[src/rtl/ascon_pkg.sv]
// ascon_pkg: shared definitions for the LUT-based Ascon-p round and its S-box loader.
//   SBOX_W / SBOX_DEPTH  : S-box entry width and table depth (5-bit S-box, 32 entries)
//   loader_state_t       : state encoding of the S-box loader FSM
//   ASCON_SBOX           : default Ascon S-box, S[x] for x = 0..31
package ascon_pkg;

  localparam int SBOX_W     = 5;
  localparam int SBOX_DEPTH = 32;

  typedef enum logic [1:0] {
    ST_IDLE,
    ST_DRAIN,
    ST_LOAD,
    ST_FINISH
  } loader_state_t;

  localparam logic [SBOX_W-1:0] ASCON_SBOX [SBOX_DEPTH] = '{
    5'h04, 5'h0b, 5'h1f, 5'h14, 5'h1a, 5'h15, 5'h09, 5'h02,
    5'h1b, 5'h05, 5'h08, 5'h12, 5'h1d, 5'h03, 5'h06, 5'h1c,
    5'h1e, 5'h13, 5'h07, 5'h0e, 5'h00, 5'h0d, 5'h11, 5'h18,
    5'h10, 5'h0c, 5'h01, 5'h19, 5'h16, 5'h0a, 5'h0f, 5'h17
  };

endpackage

[src/rtl/ascon_sbox_loader_if.sv]
// ascon_sbox_loader_if: entry stream from the host/config path plus the LUT update port.
//   entry_valid_i / entry_ready_o / entry_data_i : host -> loader valid/ready stream
//   upd_sbox_o / sbox_addr_o / sbox_new_data_o   : loader -> LUT write port
// Modports:
//   master : the loader (consumes the stream, drives the LUT write port)
//   slave  : host + LUT side
interface ascon_sbox_loader_if #(
  parameter int NUM_BANKS = 4
);
  import ascon_pkg::*;

  logic                          entry_valid_i;
  logic                          entry_ready_o;
  logic [SBOX_W-1:0]             entry_data_i;
  logic                          upd_sbox_o;
  logic [SBOX_W-1:0]             sbox_addr_o;
  logic [SBOX_W*NUM_BANKS-1:0]   sbox_new_data_o;

  modport master (
    input  entry_valid_i, entry_data_i,
    output entry_ready_o, upd_sbox_o, sbox_addr_o, sbox_new_data_o
  );

  modport slave (
    output entry_valid_i, entry_data_i,
    input  entry_ready_o, upd_sbox_o, sbox_addr_o, sbox_new_data_o
  );

endinterface

[src/rtl/ascon_sbox_loader.sv]
// ascon_sbox_loader: write-side master for the programmable S-box LUT of the Ascon-p round.
// Takes SBOX_ENTRIES five-bit entries (address order) over a valid/ready stream and issues
// one LUT write per accepted entry, one cycle after the handshake, with the entry replicated
// across NUM_BANKS banks. The permutation controller is held off from the cycle after
// start_i until the load has finished.
// Ports:
//   clk, rst     : clock, asynchronous active-high reset
//   start_i      : single-cycle load request (ignored unless idle)
//   perm_busy_i  : permutation core is computing rounds
//   perm_hold_o  : forbids the controller from starting a permutation
//   busy_o       : load in progress
//   done_o       : one-cycle pulse, load complete
//   err_o        : table not a bijection (duplicate entry seen), valid with done_o
//   sbox         : entry stream + LUT write port (ascon_sbox_loader_if.master)
// Build option:
//   ASCON_SBOX_BIJ_CHECK_EN : enables the duplicate-entry checker behind err_o;
//                             when undefined err_o is tied low.
module ascon_sbox_loader
  import ascon_pkg::*;
#(
  parameter int NUM_BANKS    = 4,
  parameter int SBOX_ENTRIES = SBOX_DEPTH
) (
  input  logic                       clk,
  input  logic                       rst,
  input  logic                       start_i,
  input  logic                       perm_busy_i,
  output logic                       perm_hold_o,
  output logic                       busy_o,
  output logic                       done_o,
  output logic                       err_o,
  ascon_sbox_loader_if.master        sbox
);

  localparam logic [SBOX_W-1:0] LAST_ADDR = SBOX_W'(SBOX_ENTRIES - 1);

  loader_state_t     state;
  logic [SBOX_W-1:0] cnt;
  logic              hs;
  logic              start_acc;

  // A round in flight must never see the table change, so entries are only taken while
  // the core is quiet; a busy core during LOAD just stalls the stream.
  assign sbox.entry_ready_o = (state == ST_LOAD) && !perm_busy_i;
  assign hs                 = sbox.entry_valid_i && sbox.entry_ready_o;
  assign start_acc          = (state == ST_IDLE) && start_i;

  always_ff @(posedge clk or posedge rst) begin
    if (rst) begin
      state                <= ST_IDLE;
      cnt                  <= '0;
      busy_o               <= 1'b0;
      perm_hold_o          <= 1'b0;
      done_o               <= 1'b0;
      sbox.upd_sbox_o      <= 1'b0;
      sbox.sbox_addr_o     <= '0;
      sbox.sbox_new_data_o <= '0;
    end else begin
      sbox.upd_sbox_o <= 1'b0;
      done_o          <= 1'b0;
      case (state)
        ST_IDLE: begin
          if (start_acc) begin
            state       <= ST_DRAIN;
            busy_o      <= 1'b1;
            perm_hold_o <= 1'b1;
          end
        end
        ST_DRAIN: begin
          if (!perm_busy_i) state <= ST_LOAD;
        end
        ST_LOAD: begin
          // write stage: address/data hold their last values between writes
          if (hs) begin
            sbox.upd_sbox_o      <= 1'b1;
            sbox.sbox_addr_o     <= cnt;
            sbox.sbox_new_data_o <= {NUM_BANKS{sbox.entry_data_i}};
            if (cnt == LAST_ADDR) begin
              cnt   <= '0;
              state <= ST_FINISH;
            end else begin
              cnt <= cnt + 1'b1;
            end
          end
        end
        ST_FINISH: begin
          done_o      <= 1'b1;
          busy_o      <= 1'b0;
          perm_hold_o <= 1'b0;
          state       <= ST_IDLE;
        end
        default: state <= ST_IDLE;
      endcase
    end
  end

`ifdef ASCON_SBOX_BIJ_CHECK_EN
  logic [SBOX_DEPTH-1:0] seen;
  logic                  dup;

  // Any value accepted twice means some other value is missing: the table is not a
  // permutation. The writes still go out; software decides what to do with err_o.
  always_ff @(posedge clk or posedge rst) begin
    if (rst) begin
      seen  <= '0;
      dup   <= 1'b0;
      err_o <= 1'b0;
    end else if (start_acc) begin
      seen  <= '0;
      dup   <= 1'b0;
      err_o <= 1'b0;
    end else begin
      if (hs) begin
        seen[sbox.entry_data_i] <= 1'b1;
        if (seen[sbox.entry_data_i]) dup <= 1'b1;
      end
      if (state == ST_FINISH) err_o <= dup;
    end
  end
`else
  assign err_o = 1'b0;
`endif

endmodule

[src/flat_wrapper.sv]
// flat-port wrapper written by rule: the top's interface ports become plain ports
module ascon_sbox_loader_flat import ascon_pkg::*;
#(
  parameter int NUM_BANKS    = 4,
  parameter int SBOX_ENTRIES = SBOX_DEPTH
)
  (clk, rst, start_i, perm_busy_i, perm_hold_o, busy_o, done_o, err_o, sbox_entry_valid_i, sbox_entry_data_i, sbox_entry_ready_o, sbox_upd_sbox_o, sbox_sbox_addr_o, sbox_sbox_new_data_o);
  ascon_sbox_loader_if #(.NUM_BANKS(NUM_BANKS)) sbox_i ();
  input  logic clk;
  input  logic rst;
  input  logic start_i;
  input  logic perm_busy_i;
  output logic perm_hold_o;
  output logic busy_o;
  output logic done_o;
  output logic err_o;
  input wire logic [$bits(sbox_i.entry_valid_i)-1:0] sbox_entry_valid_i;
  input wire logic [$bits(sbox_i.entry_data_i)-1:0] sbox_entry_data_i;
  output wire logic [$bits(sbox_i.entry_ready_o)-1:0] sbox_entry_ready_o;
  output wire logic [$bits(sbox_i.upd_sbox_o)-1:0] sbox_upd_sbox_o;
  output wire logic [$bits(sbox_i.sbox_addr_o)-1:0] sbox_sbox_addr_o;
  output wire logic [$bits(sbox_i.sbox_new_data_o)-1:0] sbox_sbox_new_data_o;
  assign sbox_i.entry_valid_i = sbox_entry_valid_i;
  assign sbox_i.entry_data_i = sbox_entry_data_i;
  assign sbox_entry_ready_o = sbox_i.entry_ready_o;
  assign sbox_upd_sbox_o = sbox_i.upd_sbox_o;
  assign sbox_sbox_addr_o = sbox_i.sbox_addr_o;
  assign sbox_sbox_new_data_o = sbox_i.sbox_new_data_o;
  ascon_sbox_loader #(.NUM_BANKS(NUM_BANKS), .SBOX_ENTRIES(SBOX_ENTRIES)) u_core (.clk(clk), .rst(rst), .start_i(start_i), .perm_busy_i(perm_busy_i), .perm_hold_o(perm_hold_o), .busy_o(busy_o), .done_o(done_o), .err_o(err_o), .sbox(sbox_i));
endmodule
[config.mk]
export PLATFORM = sky130hd
export DESIGN_NAME = ascon_sbox_loader_flat
export DESIGN_NICKNAME = d
export VERILOG_FILES = /design/src/rtl/ascon_pkg.sv /design/src/rtl/ascon_sbox_loader_if.sv /design/src/rtl/ascon_sbox_loader.sv /design/src/flat_wrapper.sv
export SDC_FILE = /design/constraint.sdc
export NUM_CORES = 1
export LEC_CHECK = 0
export CAP_MARGIN = 15
export CORE_MARGIN = 2
export CORE_UTILIZATION = 38
export DETAILED_ROUTE_END_ITERATION = 8
export GPL_TIMING_DRIVEN = 0
export HOLD_SLACK_MARGIN = 0.08
export PLACE_DENSITY = 0.82
export SYNTH_ARGS = -nofsm -noshare
export SYNTH_HDL_FRONTEND = slang
export SYNTH_SLANG_ARGS = --single-unit
[constraint.sdc]
create_clock -name clk -period 1.65 [get_ports clk]
set_input_delay 0.2475 -clock clk [delete_from_list [all_inputs] [get_ports clk]]
set_output_delay 0.2475 -clock clk [all_outputs]
set_load 0.02 [all_outputs]
==> results.txt, run 1 <==
----------------------------------------------------
[Clock network]
  Clock insertion delay at the later pin of the skew report ... 290 ps
  Register clock-pin slew on the reported worst setup and hold paths ... 110 ps
  Number of sinks driven by the clock tree ... 20
  H-Tree Depth ... 1
  CTS tree ... built
  Cts bufs inserted ... 3
  Clk root buf ... clkbuf_4
  Number of buffers on the longest clock path ... 2

[Final layout]
  Inserted Diodes ... 0
  Net count reported at finish ... 150
  Share of layout cells above drive strength 1 ... ~35%
  Final cell area excluding filler cells ... 1540 um2
  Synthesis-to-finish area growth ... 50.7%

[Run status]
  Failing checks ... setup timing
  Status ... finished, violations left

[Yosys]
  Count of flip-flops with a built-in enable after synthesis ... 0
  Post-synthesis register bit count ... 20
  Area leader, netlist ... dfrtp_1
  Post-synth net total ... about 100
  Share of the synthesized area in the top cell type ... between 40% and 50%
  Multiplexer fraction of the synthesized cell area ... 14.3%
  Commonest register cell after synthesis ... dfrtp_1
  Leading cell type by number of instances after synthesis ... dfrtp_1
  Synthesis Warnings ... 0
  Number of different library cells in the post-synthesis netlist ... 23
  Largest cells by area after synthesis ... dfrtp_1 49%, mux2_2 14%, buf_4 13%, ha_1 7.3%, o21ai_0 2.0%
  Mean area per synthesized cell ... roughly 12 um2
  Adder-Cell Fraction of Synth Area ... approximately 7.3%
  Post-synthesis share of cell area spent on and, or, nand and nor gates ... around 6.5%
  Post-synthesis instance total ... 85
  Compound-cell area share of the yosys netlist ... ~6.4%
  Most common library cells after synthesis ... 20 x dfrtp_1, 18 x buf_4, 13 x mux2_2
  Ys async rst share ... 100%
  Proportion of synthesized chip area in sequential cells ... 49.0%
  Fraction of synthesized cell area in xor and xnor cells ... 0%
  Post-synthesis instance area ... 1020 um2
  Main combinational cell family by area after synthesis ... buffers and inverters

[STA]
  Final setup violation count ... 1
  Number of slew-limit violations in the final report ... 0
  Final hold violations ... 0
  Clock skew after layout ... between 3 and 4 ps
  Setup slack of the critical path after layout ... -65.0 ps
  Worst Tran Pin Value ... between 700 and 800 ps
  Achievable Freq ... 0.583 GHz
  RSZ-0062 raised after global routing ... yes
  Share of the cycle needed by the critical path after routing ... 104%
  Min Clock Period, post-route ... around 1700 ps
  Setup TNS Final ... -65.0 ps
  Remaining max-slew budget at the tightest pin ... ~52%

[Critical path]
  Crit path max fanout ... 5
  Worst path required time ... roughly 1800 ps
  Sort of element at the start of the critical path ... flop
  Critical setup path kind ... flop to flop
  CP Capture Type ... flop
  Critical path cell sequence ... ha_2 > and3_4 > ha_4 > nand3b_1 > a221o_1 > mux2_2
  Slowest stage cell, crit path ... dfrtp_1
  Arrival time of data at the critical path endpoint ... about 1900 ps
  Largest incremental delay on the critical path ... just under 400 ps

[Worst hold path]
  Class of the tightest hold or removal check ... primary input to async pin

[Global routing]
  Vias in the first global route ... around 740
  Overflow left after global routing ... 0
  Initial antenna violation count ... 0
  Maximum number of pins on one net before global-route repair ... 21
  First-pass GRT wire length ... around 3.3 mm
  Total track usage ... a little over an eighth

[Placed design]
  Global placer's final weighted congestion ... 0.677
  Buffers on Ports ... 39
  DP Area ... between 1000 and 1500 um2
  DP Wirelength ... 1.51 mm
  Post-Place Worst Slack ... -201 ps

[Pwr]
  VDD IR-drop max ... ~1.1 mV
  Pwr per Cell Area ... 1890 nW/um2
  Leakage power figure ... just under 0.8 nW

[Die]
  Row count ... 18
  Top-level I/O count ... 41
  Overall die width ... about 56 um
  Die height ... approximately 56 um
  Starting Density ... between 40 and 50%
  Core Box Area ... ~2500 um2
  Die area ... around 3100 um2

[Route]
  Post-Route M1 WL ... approximately 750 um
  Routed vias ... 753
  Wire length reported by the detailed router ... 1.93 mm
  Uppermost routed layer ... met4
  Average wire length per cell after detail routing ... roughly 12 um
  Final routed DRC violation total ... 0
  Total met2 wirelength after detailed routing ... 1.03 mm
  Via-to-Cell Ratio ... 4.62
  Count of nets left with antenna violations after detail routing ... 0
  Count of TritonRoute iterations in the first routing pass ... 4
  Routed length on met3 ... between 100 and 150 um
  Detailed Route Iter0 Violations ... 6

[Job]
  Max Cap Violations ... 0

----------------------------------------------------
[cells by family after synthesis]
| logic type | count (synthesis) |
|---|---|
| muxes | 13 |
| adders and majority gates | 6 |
| AOI/OAI and AO/OA | 10 |
| DFF | 20 |
| other | 1 |
| and+or+nand+nor | 11 |
| buffers and inverters | 24 |
[state kept, by name, indices dropped and copies added, names as in the netlist]
name and flops:
u_core.cnt 5, u_core.sbox.sbox_addr_o 5, u_core.sbox.sbox_new_data_o 5, u_core.state 2, u_core.done_o 1, u_core.perm_hold_o 1, u_core.sbox.upd_sbox_o 1
[worst paths after layout]
kind | slack [ps] | start | end | cells after the start
worst max-delay path | -70 | u_core.cnt[0] | u_core.state[1] | 6
worst min-delay path | 360 | rst | u_core.sbox.sbox_addr_o[3] | 2
worst max register to register | -70 | u_core.cnt[0] | u_core.state[1] | 6
worst min register to register | 520 | u_core.sbox.sbox_addr_o[4] | u_core.sbox.sbox_addr_o[4] | 1
max in group asynchronous | 840 | rst | u_core.perm_hold_o | 2
min in group clk | 520 | u_core.sbox.sbox_addr_o[4] | u_core.sbox.sbox_addr_o[4] | 1
[power by group]
part	switching (mW)	internal, mW	leakage, nW
clock network	0.139	0.134	0.0210
logic	0.825	0.962	0.498
registers	0.163	0.685	0.254
[layout by cell type (no fill, tap or decap), types with 2 or more instances in the layout]
master | Yosys | routed
buf_4 | 18 | 22
clkdlybuf4s50_1 | 0 | 22
dfrtp_1 | 20 | 20
dlygate4sd2_1 | 0 | 15
mux2_2 | 13 | 13
inv_1 | 5 | 5
ha_1 | 6 | 4
o21ai_0 | 4 | 3
clkbuf_4 | 0 | 3
nand2_1 | 2 | 2
nand3b_1 | 2 | 2
buf_6 | 1 | 2
[what timing repair did]
item	4_1_cts	5_1_grt
setup endpoints to repair	19	9
pin swaps	2	0
hold buffers	0	0
gates resized for setup	18	4
hold endpoints to repair	0	0
setup buffers	5	0
[stage by stage]
step	hold WS [ps]	total power, mW	instances	util, %
after detailed placement	494	2.74	154	58.3
final	360	2.91	163	61.1
after global routing	433	3.11	163	61.1
after floorplan	211	1.95	85	-
after global placement	488	2.66	154	58.3
after CTS	394	2.94	163	60.5
[worst max-delay path, delay by kind of cell (launching register included)]
kind | cells | cell delay, ps
muxes | 1 | 270
DFF | 1 | 390
adders and majority gates | 2 | 350
and+or+nand+nor | 2 | 270
AOI/OAI and AO/OA | 1 | 320
[routing by layer]
metal	vias up	global-route usage, %
li1	367	-
met1	355	13.4
met2	29	27.4
met3	2	2.56
met4	0	2.04
met5	-	0
[cell type report]
cell class | count | area, um2
Inverter | 5 | 18.8
Fill cell | 224 | 982
Timing Repair Buffer | 44 | 413
Sequential cell | 20 | 500
Buffer | 19 | 150
Multi-Input combinational cell | 41 | 384
Tap cell | 30 | 37.5
Clock buffer | 4 | 36.3
Power figures use the tool's default switching activity.
==> run 2, diff against run 1 <==
--- a/config.mk
+++ b/config.mk
@@ -5,7 +5,7 @@
 export SDC_FILE = /design/constraint.sdc
 export NUM_CORES = 1
 export LEC_CHECK = 0
-export CAP_MARGIN = 15
+export CAP_MARGIN = 20
 export CORE_MARGIN = 2
 export CORE_UTILIZATION = 38
 export DETAILED_ROUTE_END_ITERATION = 8
==> results of run 2 <==
Same layout as run 1: the final DEF is identical, and so are final timing and power.
